`config.mk`:
```
export PLATFORM = sky130hd
export DESIGN_NAME = uart_tx_arbiter
export DESIGN_NICKNAME = d
export VERILOG_FILES = /design/src/rtl/uart_tx_arbiter.sv
export SDC_FILE = /design/constraint.sdc
export NUM_CORES = 1
export LEC_CHECK = 0
export CAP_MARGIN = 10
export CORE_MARGIN = 2
export CORE_UTILIZATION = 44
export CTS_CLUSTER_SIZE = 25
export DETAILED_ROUTE_END_ITERATION = 8
export PLACE_DENSITY = 0.77
export SYNTH_ARGS = -nofsm -noshare
export SYNTH_HDL_FRONTEND = slang
export SYNTH_SLANG_ARGS = --single-unit
```
`constraint.sdc`:
```
create_clock -name clk -period 1.8 [get_ports clk]
set_input_delay 0.36 -clock clk [delete_from_list [all_inputs] [get_ports clk]]
set_output_delay 0.36 -clock clk [all_outputs]
set_load 0.01 [all_outputs]
```
`src/rtl/uart_tx_arbiter.sv`:
```
// Round-robin arbiter feeding a single UART transmitter: one word per grant,
// sent as start / DBIT data bits LSB first / stop, timed by the oversampling tick.
module uart_tx_arbiter #(
    parameter int NREQ    = 4,
    parameter int DBIT    = 8,
    parameter int OVS     = 16,
    parameter int SB_TICK = 16,
    parameter int IDW     = 2
) (
    input  logic                 clk,
    input  logic                 reset_n,
    input  logic                 s_tick,
    input  logic [NREQ-1:0]      req_valid,
    input  logic [NREQ*DBIT-1:0] req_data,
    output logic [NREQ-1:0]      req_ready,
    output logic                 tx,
    output logic                 busy,
    output logic [IDW-1:0]       grant_id,
    output logic                 frame_done
);
    localparam int TMAX = (OVS > SB_TICK) ? OVS : SB_TICK;
    localparam int TCW  = (TMAX > 1) ? $clog2(TMAX) : 1;
    localparam int NW   = (DBIT > 1) ? $clog2(DBIT) : 1;

    typedef enum logic [1:0] {
        IDLE  = 2'd0,
        START = 2'd1,
        DATA  = 2'd2,
        STOP  = 2'd3
    } state_t;

    state_t            state_r, state_s;
    logic [TCW-1:0]    tc_r, tc_s;
    logic [NW-1:0]     n_r, n_s;
    logic [DBIT-1:0]   shreg_r, shreg_s;
    logic [IDW-1:0]    last_r, last_s;
    logic [IDW-1:0]    gid_r, gid_s;
    logic [NREQ-1:0]   ready_r, ready_s;
    logic              tx_r, tx_s;
    logic              busy_r, busy_s;
    logic              done_r, done_s;
    logic              found_s;
    logic [IDW-1:0]    pick_s;
    logic [IDW-1:0]    cand_s;

    assign req_ready  = ready_r;
    assign tx         = tx_r;
    assign busy       = busy_r;
    assign grant_id   = gid_r;
    assign frame_done = done_r;

    // Next-state, arbitration and next-output logic
    always_comb begin
        state_s = state_r;
        tc_s    = tc_r;
        n_s     = n_r;
        shreg_s = shreg_r;
        last_s  = last_r;
        gid_s   = gid_r;
        ready_s = '0;
        done_s  = 1'b0;
        found_s = 1'b0;
        pick_s  = '0;
        cand_s  = '0;

        // first valid requester after the last one granted, wrapping at NREQ
        for (int k = 1; k <= NREQ; k++) begin
            cand_s = IDW'((int'(last_r) + k) % NREQ);
            if (!found_s && req_valid[cand_s]) begin
                found_s = 1'b1;
                pick_s  = cand_s;
            end else begin
                pick_s = pick_s;
            end
        end

        case (state_r)
            IDLE: begin
                if (found_s) begin
                    for (int i = 0; i < NREQ; i++) begin
                        if (pick_s == IDW'(i)) begin
                            ready_s[i] = 1'b1;
                            shreg_s    = req_data[i*DBIT +: DBIT];
                        end else begin
                            ready_s[i] = 1'b0;
                        end
                    end
                    gid_s   = pick_s;
                    last_s  = pick_s;
                    tc_s    = '0;
                    state_s = START;
                end else begin
                    state_s = IDLE;
                end
            end
            START: begin
                if (s_tick) begin
                    if (tc_r == TCW'(OVS - 1)) begin
                        tc_s    = '0;
                        n_s     = '0;
                        state_s = DATA;
                    end else begin
                        tc_s = tc_r + TCW'(1);
                    end
                end else begin
                    tc_s = tc_r;
                end
            end
            DATA: begin
                if (s_tick) begin
                    if (tc_r == TCW'(OVS - 1)) begin
                        tc_s    = '0;
                        shreg_s = {1'b0, shreg_r[DBIT-1:1]};
                        if (n_r == NW'(DBIT - 1)) begin
                            state_s = STOP;
                        end else begin
                            n_s = n_r + NW'(1);
                        end
                    end else begin
                        tc_s = tc_r + TCW'(1);
                    end
                end else begin
                    tc_s = tc_r;
                end
            end
            STOP: begin
                if (s_tick) begin
                    if (tc_r == TCW'(SB_TICK - 1)) begin
                        tc_s    = '0;
                        done_s  = 1'b1;
                        state_s = IDLE;
                    end else begin
                        tc_s = tc_r + TCW'(1);
                    end
                end else begin
                    tc_s = tc_r;
                end
            end
            default: begin
                state_s = IDLE;
            end
        endcase

        // line level follows the state being entered so tx is a clean register
        case (state_s)
            START:   tx_s = 1'b0;
            DATA:    tx_s = shreg_s[0];
            default: tx_s = 1'b1;
        endcase
        busy_s = (state_s != IDLE);
    end

    // State and registered outputs; reset abandons any frame and idles the line
    always_ff @(posedge clk or negedge reset_n) begin
        if (!reset_n) begin
            state_r <= IDLE;
            tc_r    <= '0;
            n_r     <= '0;
            shreg_r <= '0;
            last_r  <= IDW'(NREQ - 1);
            gid_r   <= '0;
            ready_r <= '0;
            tx_r    <= 1'b1;
            busy_r  <= 1'b0;
            done_r  <= 1'b0;
        end else begin
            state_r <= state_s;
            tc_r    <= tc_s;
            n_r     <= n_s;
            shreg_r <= shreg_s;
            last_r  <= last_s;
            gid_r   <= gid_s;
            ready_r <= ready_s;
            tx_r    <= tx_s;
            busy_r  <= busy_s;
            done_r  <= done_s;
        end
    end
endmodule
```
==> run_results.csv <==
group,metric,value,unit
run_status,status,"finished clean",
sta,fin_crit_sh,96.0,%
clock_tree,clock-sinks,28,
finish,final_nets,304,
detailed_routing,finalWirelength,4490,um
detailed_routing,initialDrtViolationCount,92,
clock_tree,hold_buffers,0,
finish,area_delta_synth_final,45.8,%
detailed_routing,ant_nets,0,
detailed_routing,first_pass_iters,4,
placed_design,place_area,0.00242,sq mm
critical_path,regToRegStartpoint,"tc_r[1]",
sta,whs,0.451,ns
sta,finClkSkew,0.0110,ns
synthesis,synth_mux_area_share,6.14,%
floorplanning,dieWidth,67.8,um
placed_design,dp_slack,-0.320,ns
worst_hold_path,hp-class,"primary input to asynchronous set/reset pin",
floorplanning,dieArea,0.00460,sq mm
sta,setup_viol,0,
sta,tns,0,ns
detailed_routing,vias,1713,
synthesis,synth-compound-area-share,25.2,%
critical_path,cp-end-kind,"flip-flop",
finish,final_util,65.8,%
sta,tightest_slew,0.387,ns
power_and_ir_drop,p_leak,1.17,nW
synthesis,synth_warnings,0,
global_route,grt_pass1_wl,7330,um
flow_run,cap_viol_max_count,0,
synthesis,syn_nets,229,
floorplanning,ios,48,
placed_design,place.gp.congestion,0.922,
finish,fillers,348,
synthesis,post_synth_xor_area_fraction,1.47,%
finish,diodes,0,
clock_tree,path_clk_slew,0.10,ns
critical_path,critical_path_class,"flip-flop to flip-flop",
detailed_routing,routed_wire_length_per_instance,14.4,um
synthesis,synth_async_sr_flop_share,100,%
synthesis,synth_edf_count,0,
floorplanning,start_util,45.1,%
clock_tree,cts-root-buf,"clkbuf_8",
clock_tree,cts-buffers-inserted,3,
synthesis,synth_adder_area_share,2.09,%
sta,layout_setup_ws,0.0726,ns
clock_tree,insertion_delay,0.28,ns
placed_design,dp_hpwl,3300,um
finish,stdcell_area,0.00261,sq mm
power_and_ir_drop,peakVddDrop,0.000574,V
power_and_ir_drop,power_density,1070,mW/mm^2
synthesis,ys_seq_area_share,39.3,%
sta,fmax,579,MHz
global_route,grt_pass1_vias,1647,
synthesis,synthSimpleGateAreaFrac,18.5,%
global_route,antenna_found_initial,0,
clock_tree,cts_tree,"yes",
synthesis,postSynthAreaPerCell,9.59,sq um
global_route,grt_usage,20.9,%
synthesis,netlist_area,0.00179,sq mm
sta,finalHoldViolCount,0,
critical_path,worst-path-max-fanout,8,
synthesis,ys_dominant_reg_cell,"dfrtp_1",
synthesis,synthCells,187,
critical_path,rr_worst_depth,8,
floorplanning,core-area,0.00397,sq mm
synthesis,ys_ff_latch,28,
synthesis,ys_types,47,
critical_path,cp-start-kind,"flip-flop",
critical_path,reg2reg_slack,0.07,ns
critical_path,worstPathRequired,2.00,ns
global_route,grt_max_degree,29,
clock_tree,max-clock-path-buffers,2,
detailed_routing,drc,0,
placed_design,port_buffers,47,
critical_path,crit_arrival,1.93,ns
floorplanning,rows,23,
sta,relSlewSlack,74.2,%
floorplanning,die_h,67.8,um
finish,drive_above_1_share,24.5,%
critical_path,r2r-end,"shreg_r[1]",
global_route,grt_overflow_total,0,
detailed_routing,viasPerCell,5.51,
sta,maxSlewViolCount,0,
clock_tree,htree_levels,1,
synthesis,synth_top_family_by_area,"compound AO/OA/AOI/OAI gates",
sta,fin_crit,1.73,ns
==> state kept, by name, summed over array words and instances (netlist names) <==
register,flops
n_r,3
busy,1
shreg_r,8
frame_done,1
req_ready,4
grant_id,2
tx,1
last_r,2
tc_r,4
state_r,2
==> repair_timing <==
| action | 4_1_cts | 5_1_grt |
|---|---|---|
| setup buffers | 0 | 8 |
| endpoints found under the setup margin | 2 | 10 |
| pin swaps | 0 | 4 |
| resized for setup | 2 | 17 |
==> worst max-delay path by stage <==
stage / startpoint / to / slack (ns)
3_3_place_gp: req_valid[1] / shreg_r[2] / -0.27
4_1_cts: tc_r[1] / n_r[0] / 0.02
3_5_place_dp: req_valid[1] / shreg_r[2] / -0.32
2_1_floorplan: state_r[1] / shreg_r[6] / 0.11
6_report: tc_r[1] / shreg_r[1] / 0.07
5_1_grt: last_r[1] / shreg_r[0] / -0.03
==> stage by stage <==
| stage | std cells | power (W) |
|---|---|---|
| finish | 311 | 0.00279 |
| global route | 311 | 0.00297 |
| CTS | 303 | 0.00266 |
| detailed placement | 299 | 0.00214 |
| global placement | 299 | 0.00210 |
| floorplan | 187 | 0.00173 |
==> synth_stat cells (2+ instances only) <==
library cell	instances	area, sq um
mux2i_1	11	110
ha_1	3	37.5
buf_6	7	78.8
nor2b_1	2	12.5
a31oi_1	4	25.0
nand3_1	6	30.0
o21ai_0	11	55.1
nor2_4	2	22.5
nand2_1	23	86.3
o21a_1	2	15.0
a211oi_1	6	45.0
or2_1	2	12.5
dfstp_2	3	78.8
a21boi_0	3	22.5
nand2b_1	2	12.5
a21oi_1	13	65.1
o221ai_2	2	30.0
dfrtp_1	25	626
xor2_1	2	17.5
and3_1	6	37.5
inv_1	4	15.0
a22oi_1	6	45.0
a311oi_1	2	17.5
o221ai_1	6	52.6
nor2_1	12	45.0
==> cell families (layout without fill, tap and decap cells) <==
logic type,count (synthesis),count (layout)
compound gates,63,63
fa+ha+maj,3,3
buf+inv,16,90
xor+xnor,3,3
simple gates,63,63
flops,28,28
mux,11,11
==> worst max-delay path, cell delays in order (launching register included) <==
cell	delay, ns
dfrtp_1	0.39
ha_2	0.22
and4_4	0.24
buf_6	0.13
nand2_4	0.07
nor2_4	0.18
buf_4	0.17
a21oi_1	0.07
a22oi_1	0.16
==> layout make-up <==
class                   count  area (sq um)  share of cell area, %
multi-input cells         143          1010                   38.5
clock inverters             1          30.0                   1.15
well taps                  50          62.6                   2.39
inverters                   5          18.8                  0.718
clock buffers               3          41.3                   1.58
flip-flops and latches     28           704                   27.0
repair buffers             81           751                   28.7
==> per-layer routing <==
layer  part of all wire, %  track usage, %
met1                    44            26.0
met2                    51            37.6
met3                   4.5            3.45
met4                   1.2            5.25
met5                     0               0
==> cells in the final DEF, fill, tap and decap left out, types with 5 or more instances in the layout <==
cell type         n
o21ai_0          11
nand2_1          22
nor2_1           12
mux2i_1          11
a21oi_1          13
buf_4            30
and3_1            5
a22oi_1           6
dfrtp_1          25
clkdlybuf4s50_1  44
nand3_1           5
o221ai_1          5
==> power breakdown <==
part / switching [W] / internal [W] / leakage [nW]
combinational: 0.000605 / 0.000690 / 0.783
clock: 0.000209 / 0.000298 / 0.0357
sequential: 0.000167 / 0.000817 / 0.348
total: 0.000981 / 0.00181 / 1.17
Power figures use the tool's default switching activity.
